<file path="config.mk">
export PLATFORM = sky130hd
export DESIGN_NAME = uart_rx_fifo
export DESIGN_NICKNAME = d
export VERILOG_FILES = /design/src/rtl/uart_rx_fifo.sv
export SDC_FILE = /design/constraint.sdc
export NUM_CORES = 1
export LEC_CHECK = 0
export ABC_CLOCK_PERIOD_IN_PS = 8510
export CAP_MARGIN = 20
export CORE_ASPECT_RATIO = 0.6
export CORE_UTILIZATION = 47
export DETAILED_ROUTE_END_ITERATION = 8
export DONT_BUFFER_PORTS = 1
export GPL_ROUTABILITY_DRIVEN = 0
export GPL_TIMING_DRIVEN = 0
export PLACE_DENSITY = 0.71
export SYNTH_ARGS = -nofsm -noshare
export SYNTH_HDL_FRONTEND = slang
export SYNTH_SLANG_ARGS = --single-unit
</file>
<file path="constraint.sdc">
create_clock -name clk -period 8.51 [get_ports clk]
set_input_delay 2.553 -clock clk [delete_from_list [all_inputs] [get_ports clk]]
set_output_delay 2.553 -clock clk [all_outputs]
set_load 0.02 [all_outputs]
</file>
<file path="src/rtl/uart_rx_fifo.sv">
// Receive buffer between the UART receiver and the CPU IO page.
// A capture FSM takes each byte offered by the UART, stores it in a FIFO, and
// acknowledges the UART with a one-cycle uart_rd pulse. The CPU drains the FIFO
// through the data register read strobe.
module uart_rx_fifo #(
  parameter int unsigned DEPTH_LOG2 = 4
) (
  input  logic                  clk,
  input  logic                  resetq,
  input  logic                  uart_valid,
  input  logic [7:0]            uart_data,
  output logic                  uart_rd,
  input  logic                  pop,
  output logic [7:0]            rdata,
  output logic [DEPTH_LOG2:0]   count,
  output logic                  empty,
  output logic                  full,
  output logic                  overflow,
  input  logic                  clr_overflow
);

  localparam int unsigned DEPTH = 2 ** DEPTH_LOG2;
  localparam logic [DEPTH_LOG2:0] CountFull = (DEPTH_LOG2 + 1)'(DEPTH);

  typedef enum logic [1:0] {
    StIdle,
    StAck,
    StWait
  } state_e;

  state_e                  r_state;
  logic                    r_uart_rd;
  logic [7:0]              r_mem [DEPTH];
  logic [DEPTH_LOG2-1:0]   r_wr_ptr;
  logic [DEPTH_LOG2-1:0]   r_rd_ptr;
  logic [DEPTH_LOG2:0]     r_count;
  logic                    r_overflow;

  logic                    w_empty;
  logic                    w_full;
  logic                    w_push;
  logic                    w_pop_ok;
  logic                    w_push_ok;

  // Capture happens only on the IDLE edge; a pop at full frees the slot for it.
  always_comb begin
    w_empty   = (r_count == '0);
    w_full    = (r_count == CountFull);
    w_push    = (r_state == StIdle) && uart_valid;
    w_pop_ok  = pop && !w_empty;
    w_push_ok = w_push && (!w_full || w_pop_ok);
  end

  // Capture FSM: IDLE captures, ACK pulses uart_rd, WAIT holds until the UART drops valid.
  always_ff @(posedge clk or negedge resetq) begin
    if (!resetq) begin
      r_state   <= StIdle;
      r_uart_rd <= 1'b0;
    end else begin
      unique case (r_state)
        StIdle: begin
          if (uart_valid) begin
            r_state   <= StAck;
            r_uart_rd <= 1'b1;
          end
        end
        StAck: begin
          r_state   <= StWait;
          r_uart_rd <= 1'b0;
        end
        StWait: begin
          if (!uart_valid) r_state <= StIdle;
        end
        default: begin
          r_state   <= StIdle;
          r_uart_rd <= 1'b0;
        end
      endcase
    end
  end

  // Storage is deliberately not reset so it maps onto a plain register file.
  always_ff @(posedge clk) begin
    if (w_push_ok) r_mem[r_wr_ptr] <= uart_data;
  end

  // Pointer and occupancy bookkeeping; pointers wrap modulo DEPTH on their own.
  always_ff @(posedge clk or negedge resetq) begin
    if (!resetq) begin
      r_wr_ptr <= '0;
      r_rd_ptr <= '0;
      r_count  <= '0;
    end else begin
      if (w_push_ok) r_wr_ptr <= r_wr_ptr + 1'b1;
      if (w_pop_ok)  r_rd_ptr <= r_rd_ptr + 1'b1;
      case ({w_push_ok, w_pop_ok})
        2'b10:   r_count <= r_count + 1'b1;
        2'b01:   r_count <= r_count - 1'b1;
        default: r_count <= r_count;
      endcase
    end
  end

  // Sticky overflow: a dropped byte wins over a same-cycle clear.
  always_ff @(posedge clk or negedge resetq) begin
    if (!resetq) begin
      r_overflow <= 1'b0;
    end else if (w_push && !w_push_ok) begin
      r_overflow <= 1'b1;
    end else if (clr_overflow) begin
      r_overflow <= 1'b0;
    end
  end

  // Head byte is combinational so the byte shown in the pop cycle is the one consumed.
  assign rdata    = w_empty ? 8'h00 : r_mem[r_rd_ptr];
  assign uart_rd  = r_uart_rd;
  assign count    = r_count;
  assign empty    = w_empty;
  assign full     = w_full;
  assign overflow = r_overflow;

endmodule

</file>
### After elaboration in Yosys (flattened, before gate mapping)

Memories as Yosys holds them, arrays and structs flattened.
Index checks and enable logic that the tools add are counted.

| storage, ports and cells | value |
|---|---|
| register bits | 17 |
| RAM bits | 128 |
| input port bits | 13 |
| output and inout bits | 17 |
| memories kept | 1 |

| cells by class | value |
|---|---|
| add/subtract/negate cells | 4 |
| equal/unequal tests | 7 |
| multiplexer cells | 11 |
| bitwise operators | 1 |
| reductions and logical operators | 14 |

Memories:

| memory | depth | bits a word | rd ports | clocked after memory_dff | wr ports | RTL line | RTL |
|---|---|---|---|---|---|---|---|
| r_mem | 16 | 8 | 1 | 0 | 1 | 33 | `logic [7:0] r_mem [DEPTH];` |

Operators with widths:

| cell | number |
|---|---|
| $pmux W5 S2 | 1 |
| $add A4 B1 Y4 const B | 2 |
| $mux W8 | 1 |
| $pmux W2 S3 | 1 |
| $add A5 B1 Y5 const B | 1 |
| $eq A5 B5 Y1 const B | 1 |
| $logic_not A5 Y1 | 1 |
| $mux W1 | 5 |
| $sub A5 B1 Y5 const B | 1 |
| $eq A2 B1 Y1 const B | 2 |
| $eq A2 B2 Y1 const B | 2 |
| $logic_and A1 B1 Y1 | 4 |
| $mux W2 | 2 |
| $ne A2 B2 Y1 const B | 2 |
| $reduce_and A2 Y1 | 2 |
| $reduce_bool A2 Y1 | 2 |
| $logic_not A1 Y1 | 3 |
| $logic_not A2 Y1 | 1 |
| $pmux W1 S2 | 1 |
| $logic_or A1 B1 Y1 | 1 |
| $not A1 Y1 | 1 |

### Depth between registers and ports, before layout

Gate-level depths: netlist of run 1.

| logic depth | value |
|---|---|
| depth after elaboration | 8 |
| gate-level depth with buffers | 9 |

### Worst setup path before layout of run 1

Ideal clock, no wire load.

| path | value |
|---|---|
| path kind | input-to-reg |
| start | input uart_valid |
| end | register r_count[4], in the netlist count[4] |
| library setup time | 124 ps |
| arrival | 4,627 ps |
| data required time | 8,386 ps |
| path slack | 3,759 ps |
| stages on the path | 9 |
| cell sequence | or3b_1 > buf_4 > inv_6 > nor2_1 > fa_1 > a21o_1 > a21oi_1 > mux2_2 > a211o_1 |

| between the ends | value |
|---|---|
| longest elaborated chain between the ends | 4 |
| elaborated cells between the ends (all ways) | 6 |

RTL lines:

| item | RTL line | RTL |
|---|---|---|
| from (decl) | 10 | `input logic uart_valid,` |
| $logic_and A1 B1 Y1 (*) | 49 | `w_push = (r_state == StIdle) && uart_valid;` |
| $logic_and A1 B1 Y1 (*) | 51 | `w_push_ok = w_push && (!w_full \|\| w_pop_ok);` |
| $eq A2 B1 Y1 / $eq A2 B2 Y1 (equally long branches) | 96 | `case ({w_push_ok, w_pop_ok})` |
| $pmux W5 S2 / $reduce_bool A2 Y1 (equally long branches) | n/a |  |
| to (signal assigned) | 97 | `2'b10: r_count <= r_count + 1'b1;` |
| to (signal assigned) | 98 | `2'b01: r_count <= r_count - 1'b1;` |
| to (signal assigned) | 99 | `default: r_count <= r_count;` |
| to (decl) | 36 | `logic [DEPTH_LOG2:0] r_count;` |

Every way passes the cells marked *; elsewhere a longest branch is shown, timed or not.
A chain may end at the register's enable or synchronous reset.

### Final worst setup path of run 1

| path | value |
|---|---|
| start | register r_rd_ptr[1] |
| end | output rdata[7] |

| between the ends | value |
|---|---|
| longest elaborated chain between the ends | 2 |

RTL lines:

| item | RTL line | RTL |
|---|---|---|
| from (decl) | 35 | `logic [DEPTH_LOG2-1:0] r_rd_ptr;` |
| from (signal assigned) | 95 | `if (w_pop_ok) r_rd_ptr <= r_rd_ptr + 1'b1;` |
| $mem_v2 Z16 W8 | n/a |  |
| $mux W8 | 116 | `assign rdata = w_empty ? 8'h00 : r_mem[r_rd_ptr];` |
| to (decl) | 14 | `output logic [7:0] rdata,` |

Every way passes these cells.

==> summary.txt, run 1 <==
Synthesis
  • EDFF count, synth: about 130
  • Sequential area share after synthesis: between 70% and 80%
  • Unique masters post-synth: 42
  • Number of synthesized register bits: approximately 150
  • Synth Area per Inst: just under 20 um2
  • Post-synthesis cell area: 6040 um2
  • Count of mapped cells out of synthesis: 311
  • Yosys warning count: 0
  • Commonest register cell after synthesis: edfxtp_1
  • Post-synth net total: roughly 330
  • Share of async-settable or async-resettable flops after synthesis: 11.7%

CTS
  • Sink Count: about 150
  • Post-CTS Setup Inserts: 0
  • Number of gates resized after cts: 0
  • Total CTS buffers: 17
  • Clk root buf: clkbuf_16
  • Clock input transition at the sequential cells of the worst setup and hold paths: ~0.060 ns
  • Hold bufs inserted after CTS: 0
  • H-Tree Level Count: 4
  • TritonCTS clock tree: built
  • Buffer depth of the longest clock path: 2
  • Skew-Pair Late Insertion Delay: approximately 0.42 ns

Min path
  • Depth of the worst hold-timing path: 1
  • Launch instance of the worst min-delay path: r_state[1]
  • WHS Endpoint: r_state[1]
  • Type of the tightest min-delay check: flop to flop

Power
  • P per Cell Area: between 300 and 400 nW/um2
  • Max rail drop VDD: between 0.00015 and 0.0002 V
  • Leak: between 0.002 and 0.0025 uW

Detailed routing
  • Initial DRT Pass Iterations: 4
  • Final wirelength: 12000 um
  • Post-detailed-route wirelength per cell: roughly 24 um
  • Iter 0 DRT Violations: 258
  • Drt drc: 0
  • Count of antenna-violating nets left after detailed routing: 0
  • Via total after detailed routing: about 2.9k
  • Average via count per standard cell: roughly 5.8

Global routing
  • GR Util met1: slightly above 30%
  • Wire length of the first global-routing pass: around 18000 um
  • Most used routing layer in global routing: met1
  • Sum of overflow across all layers after global routing: 0
  • Initial antenna violation count: 0
  • Global-route track usage on met3: 5.84%
  • Vias in the first global route: around 3k
  • Pin count of the biggest net entering global routing: 18
  • Met2 Usage GRT: a little over a quarter
  • Overall global routing resource usage: about a fifth

Floorplan
  • Die area: ~13000 um2
  • Number of standard-cell rows in the floorplan: 31
  • I/O pin count: 30
  • Initial core utilization: between 40% and 50%
  • Core region area: roughly 12000 um2
  • Die span in y: roughly 90 um
  • Horizontal die dimension: between 100 and 150 um

Timing
  • Part of the cycle the worst path needs: a little under two thirds
  • Fin crit period: 5.43 ns
  • Final number of setup-violating endpoints: 0
  • Maximum achievable frequency: approximately 180 MHz
  • Setup repair after global routing missed its margin: no
  • Slew at the pin closest to its max-slew limit: 1.07 ns
  • Summed negative setup slack over all endpoints: 0 ns
  • Number of endpoints with negative hold slack in the final report: 0
  • Post-Route Skew: 0.0110 ns
  • Worst slew slack as a fraction of its limit: roughly 28%
  • Hold Worst Slack: approximately 0.49 ns
  • Number of max-slew violations in the final report: 0

Critical path
  • Critical path data arrival time: 2.88 ns
  • Crit start category: flop
  • Number of cells on the worst reg-to-reg path: 8
  • End of the worst register-to-register path: count[4]
  • Worst flop-to-flop path startpoint: count[3]
  • Crit Path Max Fanout: 10
  • Type of the worst setup path: flop to output pin
  • Kind of end point of the critical path: output pin
  • Required time worst endpoint: 5.96 ns
  • R2r setup slk: slightly above 5 ns

Status
  • Status: completed

Cells and area
  • Post-layout nets: ~350
  • Ant diodes: 0
  • Layout Cell Area excl Fill: 6810 um2
  • Filler instances: around 930
  • Area growth from synthesis to layout: 12.7%
  • Fraction of final layout cells with drive strength greater than 1: about 25%

Place
  • HPWL after detailed placement: between 8000 and 9000 um
  • Input/output buffers: 0
  • Instance area at placement: between 6000 and 7000 um2

Run
  • Number of max-cap violations: 0
==> synth_stat cells (all sizes together) (3+ instances only) <==
cell type / instances / area share [%]
edfxtp: 128 / 64
mux4: 32 / 12
dfrtp: 17 / 7.0
a211oi: 16 / 2.0
and2: 13 / 1.3
buf: 11 / 1.3
inv: 11 / 0.77
mux2i: 10 / 1.7
nor2: 10 / 0.89
ha: 8 / 1.7
nor2b: 8 / 0.83
mux2: 5 / 1.1
xnor2: 5 / 0.73
clkbuf: 4 / 0.27
xor2: 4 / 0.58
a21o: 3 / 0.37
nand2: 3 / 0.19
nand3: 3 / 0.25
o21ai: 3 / 0.31
==> worst max-delay path, stage by stage (launching register included) <==
cell      delay (ns)
dfrtp_1         0.36
buf_2           0.27
clkbuf_1        0.58
mux4_2          0.33
mux2i_1         0.07
a211oi_1        0.86
==> final cells by class <==
cell class	instances	area, um2	share of cell area, %
plain buffers	15	93.8	1.38
clock buffers	18	429	6.31
clock inverters	14	131	1.93
inverters	11	46.3	0.680
multi-input cells	140	1630	24.0
flip-flops and latches	145	4270	62.7
well taps	165	206	3.03
==> registers in the layout, indices dropped and copies added (netlist names) <==
name	cells
count	5
r_wr_ptr	4
uart_rd	1
overflow	1
r_rd_ptr	4
r_state	2
r_mem	128
==> layout by cell type, fill, tap and decap left out, types with 2 or more instances in the layout <==
cell / Yosys / layout
nand2_1: 3 / 3
clkbuf_1: 3 / 4
a21oi_1: 2 / 2
buf_2: 5 / 5
edfxtp_1: 128 / 128
clkbuf_16: 0 / 17
nor3_1: 2 / 2
mux2i_1: 10 / 10
nand3_1: 3 / 3
and2_1: 13 / 13
inv_1: 10 / 10
nor2b_1: 8 / 8
xnor2_1: 5 / 5
inv_6: 1 / 5
and3b_1: 2 / 2
dfrtp_1: 17 / 17
xor2_1: 4 / 4
mux4_2: 32 / 32
mux2_4: 3 / 3
buf_4: 2 / 2
a21o_1: 3 / 3
a211oi_1: 16 / 16
clkinvlp_4: 0 / 7
nor2_1: 9 / 9
o21ai_0: 2 / 2
ha_1: 8 / 8
buf_6: 3 / 3
==> stage by stage <==
| stage | power (uW) | std cells | util (%) | setup WS, ns |
|---|---|---|---|---|
| floorplan | 1520 | 311 | - | 3.76 |
| global placement | 1690 | 476 | 50.8 | 3.56 |
| detailed placement | 1700 | 476 | 50.8 | 3.52 |
| CTS | 2400 | 508 | 55.4 | 3.09 |
| global route | 2490 | 508 | 55.4 | 2.97 |
| finish | 2390 | 508 | 55.4 | 3.08 |
==> routing by layer <==
metal  part of all wire [%]  wire length, um
met1                     48             5730
met5                      0                0
met2                     43             5120
met3                    8.5             1020
met4                    1.1              135
==> kinds of logic after synthesis <==
group | count (synthesis) | share of synthesized area (%)
adder cells (fa/ha/maj) | 9 | 1.99
AO/OA/AOI/OAI | 28 | 3.94
XOR/XNOR | 9 | 1.31
flip-flops | 145 | 70.7
multiplexers | 47 | 14.7
AND/OR/NAND/NOR | 47 | 5.06
buffers and inverters | 26 | 2.32
==> worst max-delay path by stage <==
stage	start	end	slack, ns	depth (start not counted)
global route	r_rd_ptr[1]	rdata[7]	2.97	5
detailed placement	uart_valid	count[4]	3.52	9
CTS	r_rd_ptr[1]	rdata[7]	3.09	5
global placement	uart_valid	count[4]	3.56	9
finish	r_rd_ptr[1]	rdata[7]	3.08	5
floorplan	uart_valid	count[4]	3.76	9
==> where the power goes <==
part | internal [uW] | total, uW | leakage, uW | switching [uW]
clock network | 405 | 701 | 0.000252 | 296
registers | 855 | 929 | 0.00136 | 73.4
logic | 329 | 760 | 0.000682 | 431
Power figures use the tool's default switching activity.
==> run 2: changes to the inputs <==
- ABC_CLOCK_PERIOD_IN_PS: 8510 -> 4800
- PLACE_DENSITY: 0.71 -> 0.73
- clock period: 8.51 -> 4.8 ns (I/O delays scaled with it)
==> run 2 against run 1 <==
Net effect: setup slack got worse by 2.6 ns; clock skew about the same; core utilization increased by 0.30 points; non-clock buffer count unchanged; sequential share of layout area decreased by 0.33 points; routed wire length increased by 4.9%; cell area increased by 0.53%; sequential power increased by 78%; largest cell class unchanged.
==> summary.txt, run 2 (synthesis results as in run 1) <==
CTS
  • H-Tree Level Count: 4 (unchanged)
  • Sink Count: 145 (unchanged)
  • Number of gates resized after cts: 0 (unchanged)
  • Clk root buf: clkbuf_16 (unchanged)
  • Clock input transition at the sequential cells of the worst setup and hold paths: 0.06 ns (about the same)
  • TritonCTS clock tree: built (unchanged)
  • Skew-Pair Late Insertion Delay: 0.43 ns (was 0.42 ns)
  • Post-CTS Setup Inserts: 0 (unchanged)
  • Total CTS buffers: 17 (unchanged)
  • Hold bufs inserted after CTS: 0 (unchanged)
  • Buffer depth of the longest clock path: 2 (unchanged)

Detailed routing
  • Initial DRT Pass Iterations: 5 (was 4)
  • Count of antenna-violating nets left after detailed routing: 0 (unchanged)
  • Average via count per standard cell: 5.85 (was 5.80)
  • Final wirelength: 12600 um (was 12000 um)
  • Via total after detailed routing: 2973 (was 2945)
  • Iter 0 DRT Violations: 265 (was 258)
  • Post-detailed-route wirelength per cell: 24.8 um (was 23.6 um)
  • Drt drc: 0 (unchanged)

Critical path
  • Gate family responsible for the most delay along the worst path: buffers and inverters (was compound AO/OA/AOI/OAI gates)
  • Number of buffers and inverters on the critical path: 2 (unchanged)
  • Cell with the biggest individual delay on the critical path: a211oi_1 (unchanged)
  • Required time worst endpoint: 3.36 ns (was 5.96 ns)
  • Crit start category: flop (unchanged)
  • Worst path cell trace: buf_2 > clkbuf_1 > mux4_2 > mux2i_1 > a211oi_1 (unchanged)
  • Type of the worst setup path: flop to output pin (unchanged)
  • Crit Path Max Fanout: 10 (unchanged)
  • Critical path data arrival time: 2.84 ns (was 2.88 ns)
  • Kind of end point of the critical path: output pin (unchanged)
  • CP peak stage delay: 0.80 ns (was 0.86 ns)

Global routing
  • Vias in the first global route: 2850 (was 3014)
  • Overall global routing resource usage: 20.5% (was 19.9%)
  • Wire length of the first global-routing pass: 18700 um (was 18300 um)
  • Sum of overflow across all layers after global routing: 0 (unchanged)
  • Initial antenna violation count: 0 (unchanged)
  • Pin count of the biggest net entering global routing: 18 (unchanged)

Floorplan
  • Die area: 13300 um2 (unchanged)
  • Core region area: 12300 um2 (unchanged)
  • Die span in y: 89.8 um (unchanged)
  • Number of standard-cell rows in the floorplan: 31 (unchanged)
  • Horizontal die dimension: 148 um (unchanged)
  • I/O pin count: 30 (unchanged)
  • Initial core utilization: 49.1% (unchanged)

Timing
  • Maximum achievable frequency: 233 MHz
  • Part of the cycle the worst path needs: between 80% and 90%
  • Final number of setup-violating endpoints: 0 (unchanged)
  • Summed negative setup slack over all endpoints: 0 ns (unchanged)
  • Fin crit period: roughly 4.3 ns
  • Slew at the pin closest to its max-slew limit: 0.924 ns (was 1.07 ns)
  • Worst slew slack as a fraction of its limit: 38.0% (was 28.1%)
  • Setup repair after global routing missed its margin: no (unchanged)
  • Number of max-slew violations in the final report: 0 (unchanged)
  • Number of endpoints with negative hold slack in the final report: 0 (unchanged)
  • Post-Route Skew: 0.0114 ns (was 0.0110 ns)
  • Least setup slack across all paths after layout: 0.516 ns (was 3.08 ns)

Cells and area
  • Register name with the most flops: r_mem (unchanged)
  • Commonest cells after routing, fill and taps aside: edfxtp_1 (128), mux4_2 (32), clkbuf_16 (17), dfrtp_1 (17), a211oi_1 (16) (unchanged)
  • Ant diodes: 0 (unchanged)
  • Filler instances: 899 (was 928)
  • Area growth from synthesis to layout: 13.3% (was 12.7%)
  • Non-filler cells, final: 508 (unchanged)
  • Max reg flops: 128 (unchanged)
  • Fraction of final layout cells with drive strength greater than 1: 25.1% (unchanged)
  • Post-layout nets: 352 (unchanged)
  • Most common cell after layout, fill and taps aside: edfxtp_1 (unchanged)

Run
  • Number of max-cap violations: 0 (unchanged)

Place
  • Place WS: 0.931 ns (was 3.52 ns)
  • HPWL after detailed placement: 8410 um (was 8200 um)
  • Total placed cells including tap cells: 476 (unchanged)
  • Input/output buffers: 0 (unchanged)

Status
  • Status: completed (unchanged)

Power
  • Max rail drop VDD: 0.000313 V (was 0.000158 V)
  • Leak: 0.00232 uW (was 0.00229 uW)
  • P per Cell Area: 637 nW/um2 (was 351 nW/um2)

Min path
  • Type of the tightest min-delay check: flop to flop (unchanged)
## run 2: through the flow
step / hold slack (ns) / power, uW / area (um2) / util (%)
6_report: 0.499 / 4360 / 6840 / 55.7
4_1_cts: 0.498 / 4360 / 6840 / 55.7
2_1_floorplan: 0.451 / 2700 / 6040 / -
5_1_grt: 0.511 / 4510 / 6840 / 55.7
3_5_place_dp: 0.489 / 3040 / 6250 / 50.8
3_3_place_gp: 0.470 / 3000 / 6250 / 50.8
## run 2: layout make-up
type	count	area, um2	share of cell area, %
Buffer	15	93.8	1.37
Sequential cell	145	4270	62.4
Tap cell	165	206	3.02
Inverter	11	46.3	0.677
Clock inverter	15	171	2.51
Multi-Input combinational cell	140	1630	23.8
Clock buffer	17	425	6.22
## run 2: final timing paths
check                             from     endpoint  slack [ns]  cells after the start
max reg2reg                   count[3]     count[4]        1.45                      8
max in group asynchronous       resetq  r_wr_ptr[1]        4.01                      0
max                        r_rd_ptr[1]     rdata[6]        0.52                      5
min in group asynchronous       resetq     count[1]        0.71                      0
min reg2reg                 r_state[1]   r_state[1]        0.50                      1
min                         r_state[1]   r_state[1]        0.50                      1
## run 2: layer usage
layer / GRT usage (%) / vias to the layer above / share of wire, %
li1: - / 1291 / -
met1: 33.1 / 1544 / 49
met2: 26.4 / 122 / 42
met3: 5.13 / 16 / 7.6
met4: 7.47 / 0 / 1.4
met5: 0 / - / 0
## run 2: power by group
part	leakage, uW	switching (uW)	internal [uW]
logic	0.000682	793	587
registers	0.00136	133	1520
clock network	0.000280	550	780
total	0.00232	1480	2880
